`src/rtl/ctrl_pkg.sv`:
```
// Shared encodings for the multi-cycle RV32I controller: FSM states, opcodes and datapath selects.
package ctrl_pkg;

  typedef enum logic [3:0] {
    StFetch, StDecode, StMemAdr, StMemRead, StMemWb, StMemWrite, StExecR,
    StExecI, StAluWb, StBranch, StJal, StJalr1, StJalr2, StLui
  } state_e;

  localparam logic [6:0] OpLoad   = 7'b0000011;
  localparam logic [6:0] OpStore  = 7'b0100011;
  localparam logic [6:0] OpRtype  = 7'b0110011;
  localparam logic [6:0] OpItype  = 7'b0010011;
  localparam logic [6:0] OpBranch = 7'b1100011;
  localparam logic [6:0] OpJal    = 7'b1101111;
  localparam logic [6:0] OpJalr   = 7'b1100111;
  localparam logic [6:0] OpLui    = 7'b0110111;

  localparam logic [1:0] ResAluOut    = 2'b00;
  localparam logic [1:0] ResData      = 2'b01;
  localparam logic [1:0] ResAluResult = 2'b10;
  localparam logic [1:0] ResImmExt    = 2'b11;

  localparam logic [1:0] SrcAPc    = 2'b00;
  localparam logic [1:0] SrcAOldPc = 2'b01;
  localparam logic [1:0] SrcARs1   = 2'b10;

  localparam logic [1:0] SrcBReg  = 2'b00;
  localparam logic [1:0] SrcBImm  = 2'b01;
  localparam logic [1:0] SrcBFour = 2'b10;

  localparam logic [2:0] ImmI = 3'b000;
  localparam logic [2:0] ImmS = 3'b001;
  localparam logic [2:0] ImmB = 3'b010;
  localparam logic [2:0] ImmU = 3'b011;
  localparam logic [2:0] ImmJ = 3'b100;

  localparam logic [2:0] AluAdd = 3'b000;
  localparam logic [2:0] AluSub = 3'b001;
  localparam logic [2:0] AluAnd = 3'b010;
  localparam logic [2:0] AluOr  = 3'b011;
  localparam logic [2:0] AluXor = 3'b100;
  localparam logic [2:0] AluSlt = 3'b101;

  localparam logic [1:0] AluOpAdd   = 2'b00;
  localparam logic [1:0] AluOpSub   = 2'b01;
  localparam logic [1:0] AluOpFunct = 2'b10;

  // Branch condition from the subtract flags; unlisted funct3 values never branch.
  function automatic logic branch_taken(input logic [2:0] funct3, input logic zero,
                                        input logic neg);
    case (funct3)
      3'b000:  return zero;
      3'b001:  return !zero;
      3'b100:  return neg;
      3'b101:  return !neg;
      default: return 1'b0;
    endcase
  endfunction

endpackage

```
`src/rtl/alu_decoder.sv`:
```
// Combinational ALU control decode from ALUOp and the instruction funct fields.
module alu_decoder
  import ctrl_pkg::*;
#(
  parameter int unsigned ALU_CTRL_W = 3
) (
  input  logic [1:0]            alu_op,
  input  logic [2:0]            funct3,
  input  logic                  funct7b5,
  input  logic                  op5,
  output logic [ALU_CTRL_W-1:0] alu_control
);

  always_comb begin
    alu_control = ALU_CTRL_W'(AluAdd);
    case (alu_op)
      AluOpSub: alu_control = ALU_CTRL_W'(AluSub);
      AluOpFunct: begin
        case (funct3)
          // Only register-register forms may subtract; addi ignores bit 30.
          3'b000:  alu_control = (op5 && funct7b5) ? ALU_CTRL_W'(AluSub) : ALU_CTRL_W'(AluAdd);
          3'b010:  alu_control = ALU_CTRL_W'(AluSlt);
          3'b100:  alu_control = ALU_CTRL_W'(AluXor);
          3'b110:  alu_control = ALU_CTRL_W'(AluOr);
          3'b111:  alu_control = ALU_CTRL_W'(AluAnd);
          default: alu_control = ALU_CTRL_W'(AluAdd);
        endcase
      end
      default: alu_control = ALU_CTRL_W'(AluAdd);
    endcase
  end

endmodule

```
`src/rtl/multicycle_controller.sv`:
```
// Main control FSM of the multi-cycle RV32I datapath.
// Optional MEM_READY_EN: FETCH/MEMREAD/MEMWRITE stall until mem_ready.
module multicycle_controller
  import ctrl_pkg::*;
#(
  parameter int unsigned OPCODE_W   = 7,
  parameter int unsigned ALU_CTRL_W = 3
) (
  input  logic                  clk,
  input  logic                  rst,
  input  logic [OPCODE_W-1:0]   op,
  input  logic [2:0]            funct3,
  input  logic                  funct7b5,
  input  logic                  zero,
  input  logic                  neg,
  input  logic                  mem_ready,
  output logic                  PCWrite,
  output logic                  AdrSrc,
  output logic                  MemWrite,
  output logic                  IRWrite,
  output logic                  RegWrite,
  output logic [1:0]            ResultSrc,
  output logic [1:0]            ALUSrcA,
  output logic [1:0]            ALUSrcB,
  output logic [2:0]            ImmSrc,
  output logic [ALU_CTRL_W-1:0] ALUControl,
  output logic                  illegal
);

  state_e     state_q, state_d;
  logic       pc_update, branch, mem_ok;
  logic [1:0] alu_op;

`ifdef MEM_READY_EN
  assign mem_ok = mem_ready;
`else
  logic unused_mem_ready;
  assign unused_mem_ready = mem_ready;
  assign mem_ok = 1'b1;
`endif

  always_ff @(posedge clk) begin
    if (rst) begin
      state_q <= StFetch;
    end else begin
      state_q <= state_d;
    end
  end

  always_comb begin
    state_d   = state_q;
    pc_update = 1'b0;
    branch    = 1'b0;
    AdrSrc    = 1'b0;
    MemWrite  = 1'b0;
    IRWrite   = 1'b0;
    RegWrite  = 1'b0;
    ResultSrc = ResAluOut;
    ALUSrcA   = SrcAPc;
    ALUSrcB   = SrcBReg;
    ImmSrc    = ImmI;
    alu_op    = AluOpAdd;
    illegal   = 1'b0;

    unique case (state_q)
      StFetch: begin
        ALUSrcB   = SrcBFour;
        ResultSrc = ResAluResult;
        IRWrite   = mem_ok;
        pc_update = mem_ok;
        if (mem_ok) state_d = StDecode;
      end
      StDecode: begin
        // ALUOut <= OldPC + imm; jal needs its J immediate for the jump target.
        ALUSrcA = SrcAOldPc;
        ALUSrcB = SrcBImm;
        ImmSrc  = (op == OPCODE_W'(OpJal)) ? ImmJ : ImmB;
        if (op == OPCODE_W'(OpLoad) || op == OPCODE_W'(OpStore)) state_d = StMemAdr;
        else if (op == OPCODE_W'(OpRtype))  state_d = StExecR;
        else if (op == OPCODE_W'(OpItype))  state_d = StExecI;
        else if (op == OPCODE_W'(OpBranch)) state_d = StBranch;
        else if (op == OPCODE_W'(OpJal))    state_d = StJal;
        else if (op == OPCODE_W'(OpJalr))   state_d = StJalr1;
        else if (op == OPCODE_W'(OpLui))    state_d = StLui;
        else begin
          illegal = 1'b1;
          state_d = StFetch;
        end
      end
      StMemAdr: begin
        ALUSrcA = SrcARs1;
        ALUSrcB = SrcBImm;
        if (op == OPCODE_W'(OpStore)) begin
          ImmSrc  = ImmS;
          state_d = StMemWrite;
        end else begin
          state_d = StMemRead;
        end
      end
      StMemRead: begin
        AdrSrc = 1'b1;
        if (mem_ok) state_d = StMemWb;
      end
      StMemWb: begin
        ResultSrc = ResData;
        RegWrite  = 1'b1;
        state_d   = StFetch;
      end
      StMemWrite: begin
        AdrSrc   = 1'b1;
        MemWrite = mem_ok;
        if (mem_ok) state_d = StFetch;
      end
      StExecR: begin
        ALUSrcA = SrcARs1;
        alu_op  = AluOpFunct;
        state_d = StAluWb;
      end
      StExecI: begin
        ALUSrcA = SrcARs1;
        ALUSrcB = SrcBImm;
        alu_op  = AluOpFunct;
        state_d = StAluWb;
      end
      StAluWb: begin
        RegWrite = 1'b1;
        state_d  = StFetch;
      end
      StBranch: begin
        ALUSrcA = SrcARs1;
        alu_op  = AluOpSub;
        branch  = 1'b1;
        state_d = StFetch;
      end
      StJal: begin
        ALUSrcA   = SrcAOldPc;
        ALUSrcB   = SrcBFour;
        pc_update = 1'b1;
        state_d   = StAluWb;
      end
      StJalr1: begin
        ALUSrcA = SrcARs1;
        ALUSrcB = SrcBImm;
        state_d = StJalr2;
      end
      StJalr2: begin
        ALUSrcA   = SrcAOldPc;
        ALUSrcB   = SrcBFour;
        pc_update = 1'b1;
        state_d   = StAluWb;
      end
      StLui: begin
        ImmSrc    = ImmU;
        ResultSrc = ResImmExt;
        RegWrite  = 1'b1;
        state_d   = StFetch;
      end
      default: state_d = StFetch;
    endcase

    // Reset silences every enable and select so an abandoned instruction writes nothing.
    if (rst) begin
      pc_update = 1'b0;
      branch    = 1'b0;
      AdrSrc    = 1'b0;
      MemWrite  = 1'b0;
      IRWrite   = 1'b0;
      RegWrite  = 1'b0;
      ResultSrc = 2'b00;
      ALUSrcA   = 2'b00;
      ALUSrcB   = 2'b00;
      ImmSrc    = 3'b000;
      alu_op    = AluOpAdd;
      illegal   = 1'b0;
    end
  end

  assign PCWrite = pc_update | (branch & branch_taken(funct3, zero, neg));

  alu_decoder #(
    .ALU_CTRL_W (ALU_CTRL_W)
  ) u_alu_decoder (
    .alu_op      (alu_op),
    .funct3      (funct3),
    .funct7b5    (funct7b5),
    .op5         (op[5]),
    .alu_control (ALUControl)
  );

endmodule

```
`config.mk`:
```
export PLATFORM = sky130hd
export DESIGN_NAME = multicycle_controller
export DESIGN_NICKNAME = d
export VERILOG_FILES = /design/src/rtl/ctrl_pkg.sv /design/src/rtl/alu_decoder.sv /design/src/rtl/multicycle_controller.sv
export SDC_FILE = /design/constraint.sdc
export NUM_CORES = 1
export LEC_CHECK = 0
export ABC_AREA = 1
export CAP_MARGIN = 10
export CORE_MARGIN = 2
export CORE_UTILIZATION = 40
export CTS_CLUSTER_DIAMETER = 60
export CTS_CLUSTER_SIZE = 10
export DETAILED_ROUTE_END_ITERATION = 10
export PLACE_DENSITY = 0.81
export SLEW_MARGIN = 20
export SYNTH_ARGS = -nofsm -noshare
export SYNTH_HDL_FRONTEND = slang
export SYNTH_SLANG_ARGS = --single-unit
```
`constraint.sdc`:
```
create_clock -name clk -period 1.8 [get_ports clk]
set_clock_uncertainty 0.2 [all_clocks]
set_input_delay 0.18 -clock clk [delete_from_list [all_inputs] [get_ports clk]]
set_output_delay 0.18 -clock clk [all_outputs]
set_load 0.01 [all_outputs]
```
; Yosys cells after proc, flatten, opt, wreduce, memory -nomap -nowiden
; Cells that the tools add are included.
[word_totals]
out_inout_bits = 18
regBits = 4
inputBits = 16
elab_cells = 92
[classes]
bitwise_logic = 2
n_mux = 46
reduce_logical = 14
eq_ne = 29
[op_table]
columns = operator, count
row1 = 2-to-1 mux 4 bit, 7
row2 = == test 4 bit (second input constant), 6
row3 = one-hot mux 4 bit (6 select lines), 1
row4 = 2-to-1 mux 1 bit, 23
row5 = == test 7 x 6 -> 1 bit (second input constant), 3
row6 = == test 7 bit (second input constant), 3
row7 = == test 4 x 3 -> 1 bit (second input constant), 4
row8 = one-hot mux 3 bit (5 select lines), 1
row9 = == test 3 bit (second input constant), 4
row10 = one-hot mux 2 bit (2 select lines), 3
row11 = 2-to-1 mux 3 bit, 3
row12 = one-hot mux 3 bit (3 select lines), 1
row13 = OR reduction 3 bit, 3
row14 = == test 4 x 2 -> 1 bit (second input constant), 2
row15 = 2-to-1 mux 2 bit, 4
row16 = OR reduction 4 bit, 2
row17 = == test 7 x 2 -> 1 bit (second input constant), 1
row18 = == test 7 x 5 -> 1 bit (second input constant), 1
row19 = one-hot mux 2 bit (3 select lines), 1
row20 = one-hot mux 3 bit (2 select lines), 1
row21 = OR reduction 5 bit, 1
row22 = == test 4 x 1 -> 1 bit (second input constant), 1
row23 = zero test 4 bit, 1
row24 = one-hot mux 1 bit (4 select lines), 1
row25 = other kinds (11), 13

; Logic depth before layout (Yosys ltp)
; Gate-level depths: netlist of run 1.
[depth]
ltp_word = 10
mapped_depth = 9
depth_no_buf = 9

; By module
; Synthesis of run 1 repeated with hierarchy kept, for this count alone.
[hier_totals]
cells_unflattened = 138
hier_area_um2 = 798.3
[modules_own_cells]
columns = mod, area_each_um2, cells_each, seq_area_each_um2, n_inst
row1 = multicycle_controller, 679.4, 115, 80.1, 1
row2 = alu_decoder, 118.9, 23, 0.0, 1

; Worst setup path after synthesis of run 1
; Ideal clock, no wire load.
[synth_path]
path_kind = flip-flop to output port
from = reg state_q[2]
to = out ALUControl[1]
n_path_buf = 0
stages_incl_launch_ff = 9
t_required_ps = 1420
t_arrival_ps = 1551
setup_slack_ps = -131
path_cell_list = dfxtp_1 -> inv_2 -> nor2_1 -> inv_1 -> nor2_1 -> nand2_1 -> inv_1 -> ha_1 -> nor4_1
[synth_between]
elab_chain_cells = 6
word_cells_on_any_way = 9
classes_between = eq/ne: 5 / mux: 3 / reduce/logical: 1
[synth_lines]
columns = item, line_no
row1 = "start, declared", multicycle_controller.sv:30  ; state_e state_q, state_d;
row2 = "start signal, assigned", multicycle_controller.sv:44  ; state_q <= StFetch;
row3 = "start signal, assigned", multicycle_controller.sv:46  ; state_q <= state_d;
row4 = == test 4 x 3 -> 1 bit, multicycle_controller.sv:65  ; unique case (state_q)
row5 = OR reduction 2 bit (no source line), -
row6 = one-hot mux 2 bit (2 select lines) (*), multicycle_controller.sv:65
row7 = 2-to-1 mux 2 bit (*), multicycle_controller.sv:162  ; if (rst) begin
row8 = == test 2 bit / == test 2 x 1 -> 1 bit (equally long branches), alu_decoder.sv:16  ; case (alu_op)
row9 = one-hot mux 3 bit (2 select lines) (*), alu_decoder.sv:16
row10 = "end, declared", multicycle_controller.sv:26  ; output logic [ALU_CTRL_W-1:0] ALUControl,
; Mark *: on every way between the ends. The rest lies on a longest branch, timed or not.

; Worst setup path after layout of run 1
[layout_path]
from = reg state_q[2]
to = out ALUControl[2]
; Same word-level chain as after synthesis.

==> qor.yml, run 1 <==
pwr:
  finalPower_w: 0.000464
  ir_drop_mv: 0.302
  p_leak_nw: 0.810
  power_density_nw_per_um2: 293
synthesis:
  synth-warning-count: 0
  synth.distinct_cells: 26
  synth_cells: 127
  syn_nets: 145
  seq_area_frac_synth: 0.115
  synth_area_um2: 697
  synth_area_per_cell_um2: 5.49
  synth.ff_latch_count: 4
timing:
  finalMaxSlewViolations: 0
  slew-limit-headroom: 0.794
  min_period_ns: 2.06
  fmax_mhz: 486
  rsz0062_at_grt: "yes"
  final_hold_viol_count: 0
  finalCritPeriodShare: 1.14
  setup_slack_ns: -0.259
  fin_setup_tns_ns: -2.39
  setup_viol: 15
  worst_slew_pin_slew_ns: 0.307
routing:
  drtIter0Drc: 92
  detail_route.wl_per_cell_um: 19.7
  drc: 0
  num_vias: 1394
  firstDrtPassIters: 5
  finalWirelength_mm: 4.42
  post_drt_via_cell_ratio: 6.22
  antenna_left: 0
final_layout:
  area_growth_pct: 128
  drive_above_1_share: 0.614
  layout.nets: 227
  max_flop_register: "state_q"
  fillers: 57
  antenna_cells: 0
  finalInstanceArea_um2: 1590
  largest_reg_flops: 4
  largestRegisters: "state_q: 4 flops"
  stdcell_count: 224
clocking:
  clkTransAtPathRegs_ns: 0.05
  cts-root-buf: "clkbuf_4"
  hold_buffers: 0
  htreeDepth: 1
  cts_tree: "done"
  clock_sinks: 4
  numCtsBuffers: 3
  insertion_delay_ns: 0.25
  clk_path_buf_depth: 2
run:
  max-cap-violations: 0
die:
  die_h_um: 45.7
  design.core.area_um2: 1690
  die_area_um2: 2090
  pin_count: 34
  die_w_um: 45.7
  num_rows: 15
  start_util: 0.413
place:
  routabilityCongestion: 0.893
  dp_hpwl_mm: 2.20
  dp_cells: 215
  post_dp_cell_area_um2: 1340
  io_buffers: 32
  place_ws_ns: -0.651
worst_setup_path:
  reg2reg_depth: 10
  worstPathRequired_ns: 1.42
  crit_path_start_kind: "flop"
  worst_r2r_endpoint: "state_q[0]"
  r2r_start: "state_q[0]"
  crit_fanout: 2
  rrSetupSlack_ns: 0.22
  worstSetupPathType: "reg2out"
  critPathCapture: "ALUControl[2]"
  cp.arrival_ns: 1.68
  crit_path_start: "state_q[2]"
  crit_path_end_kind: "output pin"
global_route:
  grt_pass1_wl_mm: 5.35
  track_usage: 0.357
  grt_pass1_vias: 1185
  grt_antenna_before_repair: 0
  globalRouteOverflowTotal: 0
  grt_max_degree: 10
run_status:
  status: "finished, violations left"
  violations: "negative setup slack"
worst_hold_path:
  hold_class: "in2reg"
## layout make-up
class | instances | area [um2] | area share
multi-input cells | 101 | 736 | 0.464
flip-flops and latches | 4 | 87.6 | 0.0552
inverters | 21 | 88.8 | 0.0560
clock buffers | 3 | 22.5 | 0.0142
well taps | 17 | 21.3 | 0.0134
repair buffers | 78 | 631 | 0.397
## report_power, final
| part | internal (W) | switching (W) |
|---|---|---|
| Clock | 0.0000758 | 0.0000537 |
| Combinational | 0.000113 | 0.000129 |
| Sequential | 0.0000902 | 0.00000257 |
## cells by family after synthesis
logic type,Yosys count,synth area share
AND/OR/NAND/NOR,76,0.526
buffers and inverters,22,0.129
adder cells (fa/ha/maj),2,0.0359
XOR/XNOR,1,0.0126
AO/OA/AOI/OAI,22,0.181
flip-flops,4,0.115
## critical path, cell delays in order, from the launching register on
cell,delay (ns)
dfxtp_2,0.33
inv_2,0.05
nor2_4,0.09
inv_2,0.07
nor2_4,0.10
nand2_2,0.08
inv_2,0.08
ha_4,0.14
inv_2,0.05
nor3_1,0.24
buf_2,0.18
## repair_timing
action | 4_1_cts | 5_1_grt
resized for setup | 113 | 29
setup endpoints to repair | 18 | 16
buffers inserted | 2 | 4
pin swaps | 9 | 14
## how the worst min path moves through the flow
stage / depth (start not counted) / end / slack [ns] / startpoint
6_report: 6 / state_q[0] / 0.31 / op[5]
4_1_cts: 7 / state_q[2] / 0.43 / op[2]
3_3_place_gp: 4 / state_q[0] / 0.49 / state_q[0]
3_5_place_dp: 4 / state_q[0] / 0.51 / state_q[0]
5_1_grt: 6 / state_q[0] / 0.38 / op[5]
2_1_floorplan: 2 / state_q[0] / 0.16 / rst
## layer usage
layer  wire, um  vias up  global-route usage  share of wire
met4        393        0               0.109          0.089
met5          0        -                   0              0
met2       2140      157               0.696           0.48
li1           -      579                   -              -
met1       1380      604               0.381           0.31
met3        502       54              0.0635           0.11
## through the flow
stage | util | hold slack, ns
after detailed placement | 0.795 | 0.513
after CTS | 0.880 | 0.428
final | 0.939 | 0.314
after global routing | 0.939 | 0.380
after floorplan | - | 0.163
after global placement | 0.795 | 0.486
## layout by cell type, fill, tap and decap left out, types with 4 or more instances in the layout
| master | count |
|---|---|
| buf_4 | 41 |
| nand2_1 | 22 |
| buf_2 | 13 |
| inv_2 | 11 |
| nand2_2 | 10 |
| nor2_4 | 8 |
| inv_1 | 8 |
| a21oi_1 | 8 |
| nand3_1 | 7 |
| clkdlybuf4s50_1 | 7 |
| nor2_2 | 6 |
| nor2_1 | 6 |
| dlymetal6s2s_1 | 6 |
| buf_6 | 5 |
| nor3_1 | 4 |
## synth_stat cells (all sizes together)
library cell | number | share of area
nand2 | 36 | 0.21
inv | 21 | 0.11
nor2 | 21 | 0.17
a21oi | 11 | 0.084
nand3 | 8 | 0.057
nor3 | 8 | 0.065
o21ai | 7 | 0.056
dfxtp | 4 | 0.11
a31oi | 2 | 0.018
ha | 2 | 0.036
nand4 | 2 | 0.018
buf | 1 | 0.016
nor4 | 1 | 0.0090
o31ai | 1 | 0.011
o32ai | 1 | 0.013
xnor2 | 1 | 0.013
Power figures use the tool's default switching activity.
==> run 2: changes to the inputs <==
--- a/config.mk
+++ b/config.mk
@@ -7,12 +7,15 @@
 export LEC_CHECK = 0
 export ABC_AREA = 1
 export CAP_MARGIN = 10
+export CELL_PAD_IN_SITES_DETAIL_PLACEMENT = 0
+export CELL_PAD_IN_SITES_GLOBAL_PLACEMENT = 1
+export CORE_ASPECT_RATIO = 1.5
 export CORE_MARGIN = 2
-export CORE_UTILIZATION = 40
+export CORE_UTILIZATION = 25
 export CTS_CLUSTER_DIAMETER = 60
 export CTS_CLUSTER_SIZE = 10
 export DETAILED_ROUTE_END_ITERATION = 10
-export PLACE_DENSITY = 0.81
+export PLACE_DENSITY = 0.8
 export SLEW_MARGIN = 20
 export SYNTH_ARGS = -nofsm -noshare
 export SYNTH_HDL_FRONTEND = slang
==> qor.yml, run 2 (synthesis gave the netlist of run 1 again) <==
pwr:
  swShare: 0.317
  p_leak_nw: 0.755
  combPwrFrac: 0.421
  clockPowerShare: 0.391
  power_density_nw_per_um2: 323
  power_switching_w: 0.000158
  p_int_w: 0.000340
  ir_drop_mv: 0.202
  power_frac_seq: 0.188
timing:
  slew-limit-headroom: 0.810
  setup_viol: 5
  final_hold_viol_count: 0
  finalCritPeriodShare: 1.08
  finalMaxSlewViolations: 0
  setup_slack_ns: -0.142
  min_period_ns: 1.94
  fmax_mhz: 515
  fin_setup_tns_ns: -0.467
  worst_slew_pin_slew_ns: 0.285
  rsz0062_at_grt: "yes"
clocking:
  insertion_delay_ns: 0.22
  cts-root-buf: "clkbuf_8"
  htreeDepth: 1
  clkTransAtPathRegs_ns: 0.03
  clk_path_buf_depth: 2
  clock_sinks: 4
  cts_tree: "done"
  numCtsBuffers: 3
die:
  die_area_um2: 3230
  pin_count: 34
  die_w_um: 47.1
  start_util: 0.260
  die_h_um: 68.7
  num_rows: 23
  design.core.area_um2: 2680
worst_setup_path:
  slowest_delay_ns: 0.31
  r2r_start: "state_q[2]"
  reg2reg_depth: 9
  critPathCapture: "ALUControl[1]"
  crit_fanout: 5
  critPathBufInv: 4
  worstSetupPathType: "reg2out"
  crit_path_start_kind: "flop"
  crit_chain: "inv_2 -> buf_4 -> nand2_4 -> nor2_4 -> inv_1 -> ha_4 -> nor4_4 -> buf_2"
  cp.arrival_ns: 1.56
  crit_path_start: "state_q[2]"
  crit_path_end_kind: "output pin"
  cp.depth: 8
  worstPathRequired_ns: 1.42
  critPathSlowestCell: "dfxtp_2"
  critical-path-top-delay-family: "buffers and inverters"
  rrSetupSlack_ns: 0.35
  worst_r2r_endpoint: "state_q[0]"
run_status:
  status: "finished, violations left"
  violations: "negative setup slack"
global_route:
  met1_usage: 0.191
  globalRouteOverflowTotal: 0
  use_met3: 0.0156
  met2_usage: 0.397
  track_usage: 0.198
  grt_antenna_before_repair: 0
  grt_pass1_vias: 1200
  grt_pass1_wl_mm: 4.70
  busiest_layer: "met2"
  grt_max_degree: 10
place:
  post_dp_cell_area_um2: 1380
  dp_hpwl_mm: 2.12
  place_ws_ns: -0.608
  io_buffers: 32
  routabilityCongestion: 0.876
final_layout:
  antenna_cells: 0
  max_flop_register: "state_q"
  largestRegisters: "state_q: 4 flops"
  drive_above_1_share: 0.552
  layout_commonest_cell: "buf_4"
  area_growth_pct: 121
  finalInstanceArea_um2: 1540
  layout_common_cells: "47 x buf_4, 27 x nand2_1, 12 x inv_2"
  fillers: 280
  largest_reg_flops: 4
  final_util: 0.576
  layout.nets: 230
worst_hold_path:
  hold_start: "rst"
  hold_class: "in2reg"
run:
  max-cap-violations: 0
routing:
  finalWirelength_mm: 2.82
  detail_route.wl_per_cell_um: 11.4
  num_vias: 1152
  post_drt_via_cell_ratio: 4.66
  firstDrtPassIters: 4
  drc: 0
  drtIter0Drc: 8
  antenna_left: 0
-- run 2: cell types whose count changed in the layout (fill, tap and decap cells not counted), sizes merged --
cell	delta
dlygate4sd2	+8
dlymetal6s2s	-6
clkbuf	+2
buf	+1
clkdlybuf4s15	-1
clkdlybuf4s50	-1
-- run 2: repair_timing --
action	in CTS	in global routing
endpoints found under the hold margin	0	0
buffers inserted	7	0
hold buffers	0	0
pin swaps	18	5
gates cloned	0	0
setup endpoints to repair	18	14
resized for setup	109	7
-- run 2: per-stage QoR --
step	power (W)	hold WS [ns]	instances
5_1_grt	0.000518	0.314	247
3_3_place_gp	0.000295	0.485	237
6_report	0.000498	0.288	247
4_1_cts	0.000499	0.282	247
3_5_place_dp	0.000297	0.494	237
2_1_floorplan	0.000173	0.163	127
-- run 2: cell type report --
type	count	area, um2	area share
clock buffer	3	41.3	0.0268
inverter	21	81.3	0.0528
multi-input combinational	101	674	0.437
sequential	4	83.8	0.0544
tap	37	46.3	0.0300
timing repair buffer	81	614	0.399
-- run 2: worst min-delay path by stage --
stage                  to  depth (start not counted)
3_3_place_gp   state_q[0]                          4
6_report       state_q[0]                          3
3_5_place_dp   state_q[0]                          4
4_1_cts        state_q[0]                          3
2_1_floorplan  state_q[0]                          2
5_1_grt        state_q[0]                          3
-- run 2: per-layer routing --
metal  wire [um]  vias to the layer above
met3         150                        8
li1            -                      580
met2        1620                       46
met1         973                      518
met5           0                        -
met4          74                        0
-- run 2: tightest hold or removal path, delay by kind of cell --
kind	cells	cell delay, ns
compound gates	1	0.04
buf+inv	2	0.44
-- run 2: power groups by stage --
stage / sequential (W) / combinational, W / clock [W]
after floorplan: 0.0000954 / 0.0000773 / 0
after global placement: 0.0000944 / 0.000200 / 0
after detailed placement: 0.0000945 / 0.000203 / 0
after CTS: 0.0000934 / 0.000208 / 0.000198
after global routing: 0.0000937 / 0.000228 / 0.000196
final: 0.0000935 / 0.000210 / 0.000195
